==> src/rtl/axis_arbiter_if.sv <==
// axis_arbiter_if: NS incoming AXI-Stream ports plus one merged output stream
interface axis_arbiter_if #(
    parameter int C_AXIS_DATA_WIDTH = 16,
    parameter int NS                = 4
);
    localparam int IW = (NS > 1) ? $clog2(NS) : 1;
    logic [NS-1:0]                   S_AXIS_TVALID;
    logic [NS-1:0]                   S_AXIS_TREADY;
    logic [NS*C_AXIS_DATA_WIDTH-1:0] S_AXIS_TDATA;
    logic [NS-1:0]                   S_AXIS_TLAST;
    logic                            M_AXIS_TVALID;
    logic                            M_AXIS_TREADY;
    logic [C_AXIS_DATA_WIDTH-1:0]    M_AXIS_TDATA;
    logic                            M_AXIS_TLAST;
    logic [IW-1:0]                   M_AXIS_TID;
    modport master (
        input  S_AXIS_TVALID, S_AXIS_TDATA, S_AXIS_TLAST, M_AXIS_TREADY,
        output S_AXIS_TREADY, M_AXIS_TVALID, M_AXIS_TDATA, M_AXIS_TLAST, M_AXIS_TID
    );
    modport slave (
        output S_AXIS_TVALID, S_AXIS_TDATA, S_AXIS_TLAST, M_AXIS_TREADY,
        input  S_AXIS_TREADY, M_AXIS_TVALID, M_AXIS_TDATA, M_AXIS_TLAST, M_AXIS_TID
    );
endinterface

==> src/rtl/axis_arbiter.sv <==
// axis_arbiter: round-robin merge of NS AXI-Stream ports into one registered output stream
module axis_arbiter #(
    parameter int C_AXIS_DATA_WIDTH = 16,
    parameter int NS                = 4,
    parameter int OPT_LOCK          = 1
) (
    input  logic                S_AXI_ACLK,
    input  logic                S_AXI_ARESETN,
    axis_arbiter_if.master      bus
);
    localparam int DW = C_AXIS_DATA_WIDTH;
    localparam int IW = (NS > 1) ? $clog2(NS) : 1;

    typedef enum logic {IDLE, LOCKED} state_t;

    state_t        r_state;
    logic [IW-1:0] r_grant;
    logic [IW-1:0] r_last;
    logic [IW-1:0] r_tid;
    logic          r_mvalid;
    logic          r_mlast;
    logic [DW-1:0] r_mdata;
    logic [DW-1:0] w_lane [NS];
    logic [NS-1:0] w_rot;
    logic [IW-1:0] w_next;
    logic          w_found;
    logic          w_take;
    logic          w_accept;
    logic          w_release;

    for (genvar k = 0; k < NS; k++) begin : g_lane
        assign w_lane[k] = bus.S_AXIS_TDATA[k*DW +: DW];
    end

    // Valid bits rotated so bit 0 is the port just after the last one served
    assign w_rot = NS'({bus.S_AXIS_TVALID, bus.S_AXIS_TVALID} >> (int'(r_last) + 1));

    always_comb begin
        w_found = 1'b0;
        w_next  = '0;
        for (int i = NS - 1; i >= 0; i--) begin
            if (w_rot[i]) begin
                w_found = 1'b1;
                w_next  = IW'((int'(r_last) + 1 + i) % NS);
            end
        end
    end

    assign w_take    = !r_mvalid || bus.M_AXIS_TREADY;
    assign w_accept  = (r_state == LOCKED) && bus.S_AXIS_TVALID[r_grant] && w_take;
    assign w_release = w_accept && (OPT_LOCK == 0 || bus.S_AXIS_TLAST[r_grant]);

    assign bus.S_AXIS_TREADY = (r_state == LOCKED && w_take) ? NS'(1) << r_grant : '0;
    assign bus.M_AXIS_TVALID = r_mvalid;
    assign bus.M_AXIS_TDATA  = r_mdata;
    assign bus.M_AXIS_TLAST  = r_mlast;
    assign bus.M_AXIS_TID    = r_tid;

    always_ff @(posedge S_AXI_ACLK or negedge S_AXI_ARESETN) begin
        if (!S_AXI_ARESETN) begin
            r_state  <= IDLE;
            r_grant  <= '0;
            r_last   <= IW'(NS - 1);
            r_mvalid <= 1'b0;
            r_mdata  <= '0;
            r_mlast  <= 1'b0;
            r_tid    <= '0;
        end else begin
            if (w_accept) begin
                r_mvalid <= 1'b1;
                r_mdata  <= w_lane[r_grant];
                r_mlast  <= bus.S_AXIS_TLAST[r_grant];
                r_tid    <= r_grant;
            end else if (bus.M_AXIS_TREADY) begin
                r_mvalid <= 1'b0;
            end
            if (r_state == IDLE && w_found) begin
                r_state <= LOCKED;
                r_grant <= w_next;
            end else if (w_release) begin
                r_state <= IDLE;
                r_last  <= r_grant;
            end
        end
    end
endmodule

==> src/flat_wrapper.sv <==
// flat-port wrapper written by rule: the top's interface ports become plain ports
module axis_arbiter_flat 
#(
    parameter int C_AXIS_DATA_WIDTH = 16,
    parameter int NS                = 4,
    parameter int OPT_LOCK          = 1
)
  (S_AXI_ACLK, S_AXI_ARESETN, bus_S_AXIS_TVALID, bus_S_AXIS_TDATA, bus_S_AXIS_TLAST, bus_M_AXIS_TREADY, bus_S_AXIS_TREADY, bus_M_AXIS_TVALID, bus_M_AXIS_TDATA, bus_M_AXIS_TLAST, bus_M_AXIS_TID);
  axis_arbiter_if #(.C_AXIS_DATA_WIDTH(C_AXIS_DATA_WIDTH), .NS(NS)) bus_i ();
  input  logic S_AXI_ACLK;
  input  logic S_AXI_ARESETN;
  input wire logic [$bits(bus_i.S_AXIS_TVALID)-1:0] bus_S_AXIS_TVALID;
  input wire logic [$bits(bus_i.S_AXIS_TDATA)-1:0] bus_S_AXIS_TDATA;
  input wire logic [$bits(bus_i.S_AXIS_TLAST)-1:0] bus_S_AXIS_TLAST;
  input wire logic [$bits(bus_i.M_AXIS_TREADY)-1:0] bus_M_AXIS_TREADY;
  output wire logic [$bits(bus_i.S_AXIS_TREADY)-1:0] bus_S_AXIS_TREADY;
  output wire logic [$bits(bus_i.M_AXIS_TVALID)-1:0] bus_M_AXIS_TVALID;
  output wire logic [$bits(bus_i.M_AXIS_TDATA)-1:0] bus_M_AXIS_TDATA;
  output wire logic [$bits(bus_i.M_AXIS_TLAST)-1:0] bus_M_AXIS_TLAST;
  output wire logic [$bits(bus_i.M_AXIS_TID)-1:0] bus_M_AXIS_TID;
  assign bus_i.S_AXIS_TVALID = bus_S_AXIS_TVALID;
  assign bus_i.S_AXIS_TDATA = bus_S_AXIS_TDATA;
  assign bus_i.S_AXIS_TLAST = bus_S_AXIS_TLAST;
  assign bus_i.M_AXIS_TREADY = bus_M_AXIS_TREADY;
  assign bus_S_AXIS_TREADY = bus_i.S_AXIS_TREADY;
  assign bus_M_AXIS_TVALID = bus_i.M_AXIS_TVALID;
  assign bus_M_AXIS_TDATA = bus_i.M_AXIS_TDATA;
  assign bus_M_AXIS_TLAST = bus_i.M_AXIS_TLAST;
  assign bus_M_AXIS_TID = bus_i.M_AXIS_TID;
  axis_arbiter #(.C_AXIS_DATA_WIDTH(C_AXIS_DATA_WIDTH), .NS(NS), .OPT_LOCK(OPT_LOCK)) u_core (.S_AXI_ACLK(S_AXI_ACLK), .S_AXI_ARESETN(S_AXI_ARESETN), .bus(bus_i));
endmodule
==> config.mk <==
export PLATFORM = sky130hd
export DESIGN_NAME = axis_arbiter_flat
export DESIGN_NICKNAME = d
export VERILOG_FILES = /design/src/rtl/axis_arbiter_if.sv /design/src/rtl/axis_arbiter.sv /design/src/flat_wrapper.sv
export SDC_FILE = /design/constraint.sdc
export NUM_CORES = 1
export LEC_CHECK = 0
export CAP_MARGIN = 20
export CORE_UTILIZATION = 35
export DETAILED_ROUTE_END_ITERATION = 10
export GPL_TIMING_DRIVEN = 0
export PLACE_DENSITY = 0.84
export RECOVER_POWER = 50
export SETUP_SLACK_MARGIN = 0.15
export SLEW_MARGIN = 20
export SYNTH_ARGS = -nofsm -noshare
export SYNTH_HDL_FRONTEND = slang
export SYNTH_SLANG_ARGS = --single-unit
export TNS_END_PERCENT = 10
==> constraint.sdc <==
create_clock -name S_AXI_ACLK -period 1.82 [get_ports S_AXI_ACLK]
set_input_delay 0.546 -clock S_AXI_ACLK [delete_from_list [all_inputs] [get_ports S_AXI_ACLK]]
set_output_delay 0.546 -clock S_AXI_ACLK [all_outputs]
set_load 0.1 [all_outputs]
# Word level (Yosys, flattened, before mapping)

Index checks and enable logic that the tools add are counted.
Widths: inputs -> output; s select.

Input bits: 75
Output and inout bits: 24
Flip-flop bits (word level): 25

Add/sub/neg operators: 4
Shifts and indexed selects: 2
Reductions and logical operators: 10
Multiplexer cells: 20
Order comparisons: 2
Bitwise operators: 3

Operators with widths:

| cell                | number |
|---|---|
| $bmux 16 s2         | 1 |
| $mux 16             | 2 |
| $mux 1              | 10 |
| $mux 2              | 4 |
| $shr 8x3->4         | 1 |
| $logic_and 1x1->1   | 5 |
| $add 2x2->2 const B | 2 |
| $bmux 1 s2          | 2 |
| $mux 4              | 1 |
| $reduce_bool 2->1   | 2 |
| $shl 1x2->4 const A | 1 |
| $add 2x1->3 const B | 1 |
| $ge 3x3->1 const B  | 1 |
| $lt 2x3->1 const B  | 1 |
| $not 2->3           | 1 |
| $add 2x1->2 const B | 1 |
| $not 1->1           | 2 |
| $reduce_and 2->1    | 1 |
| $logic_not 1->1     | 1 |
| $logic_or 1x1->1    | 1 |

# Depth between registers and ports, before layout

Gate-level depths: netlist of the first run.

Word-level depth: 9
Depth in mapped cells: 6

# Worst setup path before layout of the first run

No wires, ideal clock.

Path kind: flip-flop to output port
From: register u_core.r_mvalid (netlist: u_core.bus.M_AXIS_TVALID)
To: output port bus_S_AXIS_TREADY[0]
Setup slack: -1896 ps
Buffers on the path: 0
Required time: 1274 ps
Data arrival time: 3170 ps
Cell stages (with the launch flop): 4
Path through: dfrtp_1 > nand2b_1 > nand2_1 > nor3_1

Cells in the longest elaborated chain, start to end: 4

RTL lines:

| element                | line               | text |
|---|---|---|
| from (decl)            | axis_arbiter.sv:20 | `logic r_mvalid;` |
| from (signal assigned) | axis_arbiter.sv:64 | `r_mvalid <= 1'b0;` |
| from (signal assigned) | axis_arbiter.sv:70 | `r_mvalid <= 1'b1;` |
| from (signal assigned) | axis_arbiter.sv:75 | `r_mvalid <= 1'b0;` |
| $logic_not 1->1        | axis_arbiter.sv:49 | `assign w_take = !r_mvalid \|\| bus.M_AXIS_TREADY;` |
| $logic_or 1x1->1       | axis_arbiter.sv:49 |  |
| $logic_and 1x1->1      | axis_arbiter.sv:53 | `assign bus.S_AXIS_TREADY = (r_state == LOCKED && w_take) ? NS'(1) << r_grant : '0;` |
| $mux 4                 | axis_arbiter.sv:53 |  |
| to (decl)              | flat_wrapper.sv:16 | `output wire logic [$bits(bus_i.S_AXIS_TREADY)-1:0] bus_S_AXIS_TREADY;` |

Every way passes these cells.

# Worst setup path after layout of the first run

From: register u_core.r_grant[1]
To: output port bus_S_AXIS_TREADY[2]

Cells in the longest elaborated chain, start to end: 2

RTL lines:

| element                | line               | text |
|---|---|---|
| from (decl)            | axis_arbiter.sv:17 | `logic [IW-1:0] r_grant;` |
| from (signal assigned) | axis_arbiter.sv:79 | `r_grant <= w_next;` |
| $shl 1x2->4            | axis_arbiter.sv:53 |  |
| $mux 4                 | axis_arbiter.sv:53 |  |

Every way passes these cells.

==> metrics, run 1 <==
post-synthesis adder-cell area fraction 0%; area growth from synthesis to layout 79.98%; via count 1402; Filler cells 290; Worst EP required 1.27 ns; critical path startpoint category register; Synthesized Nets 179; WS Path Type reg2out; Starting DRT DRC Count 44; die width 68.55 um; Simple-Gate Fraction of Synth Area 6.699%; Boundary Pins 99; post-route insts no fill 270; Worst-Margin Slew 1.370 ns; Root Buffer clkbuf_8; Die Y 68.55 um; Remaining DRCs 0; violated checks negative setup slack; Hold Crit Class reg2reg; max_cap viols 0; RSZ-0062 raised after global routing yes; distinct cell type count after synthesis 26; post-synthesis sequential area ratio 40.52%; critical path capture point type output port; Max Clk Rate 531.6 MHz; GR Util All Layers 21.49%; post-synthesis register bit count 25; Final HPWL DP 3797 um; Yosys top cell by area dfrtp_1; setup slack, reg-to-reg 0 ns; Clock Skew 0.002556 ns; Rel. slew slack 8.688%; initial antenna violation count 0; vias in the first global route 1456; Mapped Area 1550 sq um; drt pass-1 iters 4; Yosys top cell area share 37.13%; gate count of the mapped netlist 104; ratio of cells with drive above 1 in the final layout 44.55%; mux cell area share after synthesis 44.15%; H-tree level count 1; CTS clock-pin slew for the worst setup and hold paths 0.09 ns; R2R cell count 6; first-pass GRT wire length 7113 um; largest net degree at the start of global routing 26; CTS max path bufs 2; hold path depth 2; crit path time final 1.881 ns; final hold violations 0; TritonCTS clock tree yes; Clock Latency Late Sink 0.26 ns; Synth Area in Compound Gates 4.278%; Rows 23; Setup WS pre-CTS -1.428 ns; ant diodes 0; mean number of vias per cell 5.193; Antenna Violating Nets Remaining 0; Cell Count Post-Placement 252; top cells by area, synth dfrtp_1, mux4_2, mux2_4, dfstp_2, mux2_2; CTS Sinks 25; yosys warns 0; global route total overflow 0; final-report setup violation count 19; Synth Area in XOR/XNOR 0%; DRT Wirelength 5039 um; Die Area 4699 sq um; largest family of logic cells by synthesized area multiplexers; RePlAce Congestion 0.7991; FF-to-FF Start u_core.r_grant[0]; Max Slew Vio Count 0; hold_sp u_core.bus.M_AXIS_TID[1]; crit path DAT 1.34 ns; destination of the worst hold path u_core.bus.M_AXIS_TID[1]; nets 296; initial core utilization 37.67%; post-route clock period utilization 103.4%; clock buffer count from CTS 3; Avg WL per Cell 18.66 um; Final WS setup -0.06127 ns; I/O Buffers 98; Core Footprint 4115 sq um; CP startpoint u_core.r_grant[1]; CP Max Fanout 4; synthesized area per cell 14.91 sq um; status finished, violations left; FF-to-FF End u_core.bus.M_AXIS_TDATA[12]; Hold-fix buffers, CTS 0; worst hold margin 0.4974 ns
==> cell usage after synthesis (all sizes together) <==
| cell type | number |
|---|---|
| buf | 6 |
| dfstp | 2 |
| mux4 | 18 |
| inv | 2 |
| a21oi | 3 |
| clkbuf | 1 |
| a211o | 1 |
| nand2 | 7 |
| mux2i | 2 |
| nor2 | 4 |
| nand2b | 4 |
| a31oi | 1 |
| nor3 | 2 |
| dfrtp | 23 |
| o221ai | 1 |
| o21a | 1 |
| o21ai | 4 |
| nor2b | 1 |
| nand4 | 1 |
| nand3 | 2 |
| mux2 | 18 |
==> final cells by class <==
cell class / instances / area [sq um] / share of cell area, %
tap: 50 / 62.56 / 2.242
multi-input combinational: 70 / 927.1 / 33.23
sequential: 25 / 633.1 / 22.69
clock buffer: 4 / 45.04 / 1.614
inverter: 2 / 11.26 / 0.4036
buffer: 7 / 91.34 / 3.274
timing repair buffer: 112 / 1020 / 36.55
==> worst max path at each step <==
stage,end,slack [ns],depth (start not counted)
3_5_place_dp,bus_S_AXIS_TREADY[1],-1.43,5
5_1_grt,bus_S_AXIS_TREADY[2],-0.11,4
6_report,bus_S_AXIS_TREADY[2],-0.06,4
2_1_floorplan,bus_S_AXIS_TREADY[0],-0.37,3
3_3_place_gp,bus_S_AXIS_TREADY[3],-1.39,5
4_1_cts,bus_S_AXIS_TREADY[1],-0.05,4
==> state kept, by name, indices dropped and copies added, names as in the netlist <==
register	cells
u_core.r_state	1
u_core.bus.M_AXIS_TID	2
u_core.r_grant	2
u_core.bus.M_AXIS_TDATA	16
u_core.bus.M_AXIS_TVALID	1
u_core.r_last	2
u_core.bus.M_AXIS_TLAST	1
==> critical path, stage by stage (launching register included) <==
cell and delay, ns:
dfrtp_1 0.39, buf_8 0.12, clkinvlp_4 0.13, nor3_4 0.22, buf_12 0.20
==> metrics by stage <==
step	setup TNS (ns)	utilization (%)	instance area [sq um]
after floorplan	-1.143	-	1608
after global placement	-20.51	64.43	2651
after detailed placement	-23.92	64.43	2651
after CTS	-0.1537	67.65	2784
after global routing	-1.549	67.80	2790
final	-0.7004	67.80	2790
==> cell families after synthesis <==
family | count (synthesis)
AND/OR/NAND/NOR | 21
multiplexers | 38
buffers and inverters | 9
AO/OA/AOI/OAI | 11
flip-flops | 25
==> placed cells by master, fill, tap and decap left out, types with 2 or more instances in the layout <==
master	instances
buf_6	3
clkdlybuf4s50_1	68
nor2_4	2
clkbuf_1	2
buf_12	6
buf_2	22
mux4_2	18
nor2_1	2
dfrtp_1	21
o21ai_0	4
mux2_2	3
mux2_4	15
nand3_4	2
a21oi_1	3
clkbuf_8	3
buf_4	12
dlygate4sd2_1	2
nor3_4	2
nand2_1	6
dfstp_2	2
mux2i_1	2
buf_8	2
nand2b_1	3
==> metal layers <==
layer  global-route usage, %  share of wire, %  wire (um)
met5                       0                 0          0
met1                   24.50                36       1814
met3                   3.289               5.1        259
met4                   7.552               1.9         98
met2                   40.20                57       2866
==> repair_timing <==
action / in CTS / in global routing
setup endpoints to repair: 70 / 24
pin swaps: 6 / 1
endpoints found under the hold margin: 0 / 0
gates resized for setup: 162 / 1
buffers inserted: 13 / 1
Power of run 1 is left out: the tool's default activity adds up to more than one toggle a clock period on the data nets, which glitch-free logic cannot reach.
==> inputs of run 2 (changes only) <==
Settings changed: SLEW_MARGIN 20 to unset.
==> metrics, run 2 (same netlist as run 1, synthesis figures left out) <==
status finished, violations left; violated checks negative setup slack; clock buffer count from CTS 3; final hold violations 0; critical path startpoint category register; CP Max Fanout 4; Setup WS pre-CTS -1.428 ns; Root Buffer clkbuf_8; vias in the first global route 1456; TritonCTS clock tree yes; via count 1415; largest net degree at the start of global routing 26; max_cap viols 0; post-route clock period utilization 104.0%; RSZ-0062 raised after global routing yes; Critical-path top delay cell dfrtp_1; Final WS setup -0.07321 ns; crit path DAT 1.35 ns; H-tree level count 1; GR Util All Layers 21.49%; ant diodes 0; Hold-fix buffers, CTS 0; CTS max path bufs 2; Rows 23; first-pass GRT wire length 7113 um; initial antenna violation count 0; Antenna Violating Nets Remaining 0; Avg WL per Cell 18.71 um; drt pass-1 iters 4; Multi-input gate area 927.1 sq um; Die Area 4699 sq um; CTS clock-pin slew for the worst setup and hold paths 0.09 ns; Final HPWL DP 3797 um; crit path time final 1.893 ns; Clock Latency Late Sink 0.26 ns; DRT Wirelength 5070 um; Crit path largest cell delay 0.40 ns; Hold Crit Class in2async; Worst-Margin Slew 0.9428 ns; die width 68.55 um; WP buf/inv 3; WS Path Type reg2out; Clock Skew 0.002302 ns; final-report setup violation count 19; Boundary Pins 99; Remaining DRCs 0; Top delay family on crit path buffers and inverters; Rel. slew slack 37.15%; Die Y 68.55 um; register area 633.1 sq um; Max Clk Rate 528.2 MHz; I/O Buffers 98; initial core utilization 37.67%; mean number of vias per cell 5.221; Core Footprint 4115 sq um; Starting DRT DRC Count 39; RePlAce Congestion 0.7991; CTS Sinks 25; area growth from synthesis to layout 81.11%; max reg flops 16; Filler cells 286; ratio of cells with drive above 1 in the final layout 44.34%; Max Slew Vio Count 0; most frequent cells in the layout clkdlybuf4s50_1, buf_2, dfrtp_1, mux4_2, mux2_4; global route total overflow 0; nets 297; critical path capture point type output port; critical-path cell list buf_8 > clkinvlp_4 > nor3_4 > buf_12; commonest non-fill, non-tap cell in the layout clkdlybuf4s50_1; Worst EP required 1.27 ns
[run 2: cell count changes in the layout (fill, tap and decap cells not counted), sizes merged]
cell | previous run | this run
clkbuf | 6 | 5
dlygate4sd2 | 2 | 3
dlymetal6s4s | 0 | 1
[run 2: area by class of cell]
class	count	area share (%)
repair buffers	113	36.94
multi-input cells	70	33.02
flip-flops and latches	25	22.55
plain buffers	7	3.253
well taps	50	2.228
clock buffers	4	1.604
inverters	2	0.4011
[run 2: what timing repair did]
item                                    4_1_cts  5_1_grt
endpoints found under the setup margin       70       24
pin swaps                                     6        1
gates resized for setup                     162        1
setup buffers                                13        1
[run 2: through the flow]
stage | std cells | util, % | instance area (sq um) | TNS (ns) | hold slack, ns
after floorplan | 104 | - | 1608 | -1.143 | 0.2504
after global placement | 252 | 64.43 | 2651 | -20.51 | 0.4657
after detailed placement | 252 | 64.43 | 2651 | -23.92 | 0.4807
after CTS | 269 | 67.65 | 2784 | -0.1537 | 0.4962
after global routing | 271 | 68.23 | 2808 | -1.483 | 0.2315
final | 271 | 68.23 | 2808 | -0.6539 | 0.2229
[run 2: path summary, 6_finish.rpt]
check                                                    to                      from  cells after the start  slack, ns
worst max-delay path                   bus_S_AXIS_TREADY[2]         u_core.r_grant[1]                      4      -0.07
worst min-delay path             u_core.bus.M_AXIS_TDATA[0]             S_AXI_ARESETN                      1       0.22
worst max register to register  u_core.bus.M_AXIS_TDATA[12]         u_core.r_grant[0]                      6          0
worst min register to register     u_core.bus.M_AXIS_TID[1]  u_core.bus.M_AXIS_TID[1]                      2       0.49
max in group asynchronous          u_core.bus.M_AXIS_TVALID             S_AXI_ARESETN                      2       0.27
min in group S_AXI_ACLK            u_core.bus.M_AXIS_TID[1]  u_core.bus.M_AXIS_TID[1]                      2       0.49
[run 2: metal layers]
| metal | wire length, um | global-route usage (%) | vias to the layer above |
|---|---|---|---|
| met1 | 1809 | 24.50 | 706 |
| met5 | 0 | 0 | - |
| li1 | - | - | 638 |
| met2 | 2854 | 40.20 | 61 |
| met3 | 270 | 3.289 | 10 |
| met4 | 136 | 7.552 | 0 |
[run 2: worst register-to-register path, delay by kind of cell, from the launching register on]
| family | cells | cell delay, ns |
|---|---|---|
| buf+inv | 3 | 0.37 |
| flops | 1 | 0.36 |
| mux | 2 | 0.85 |
| simple gates | 1 | 0.14 |
Power of run 2 is left out for the same reason.
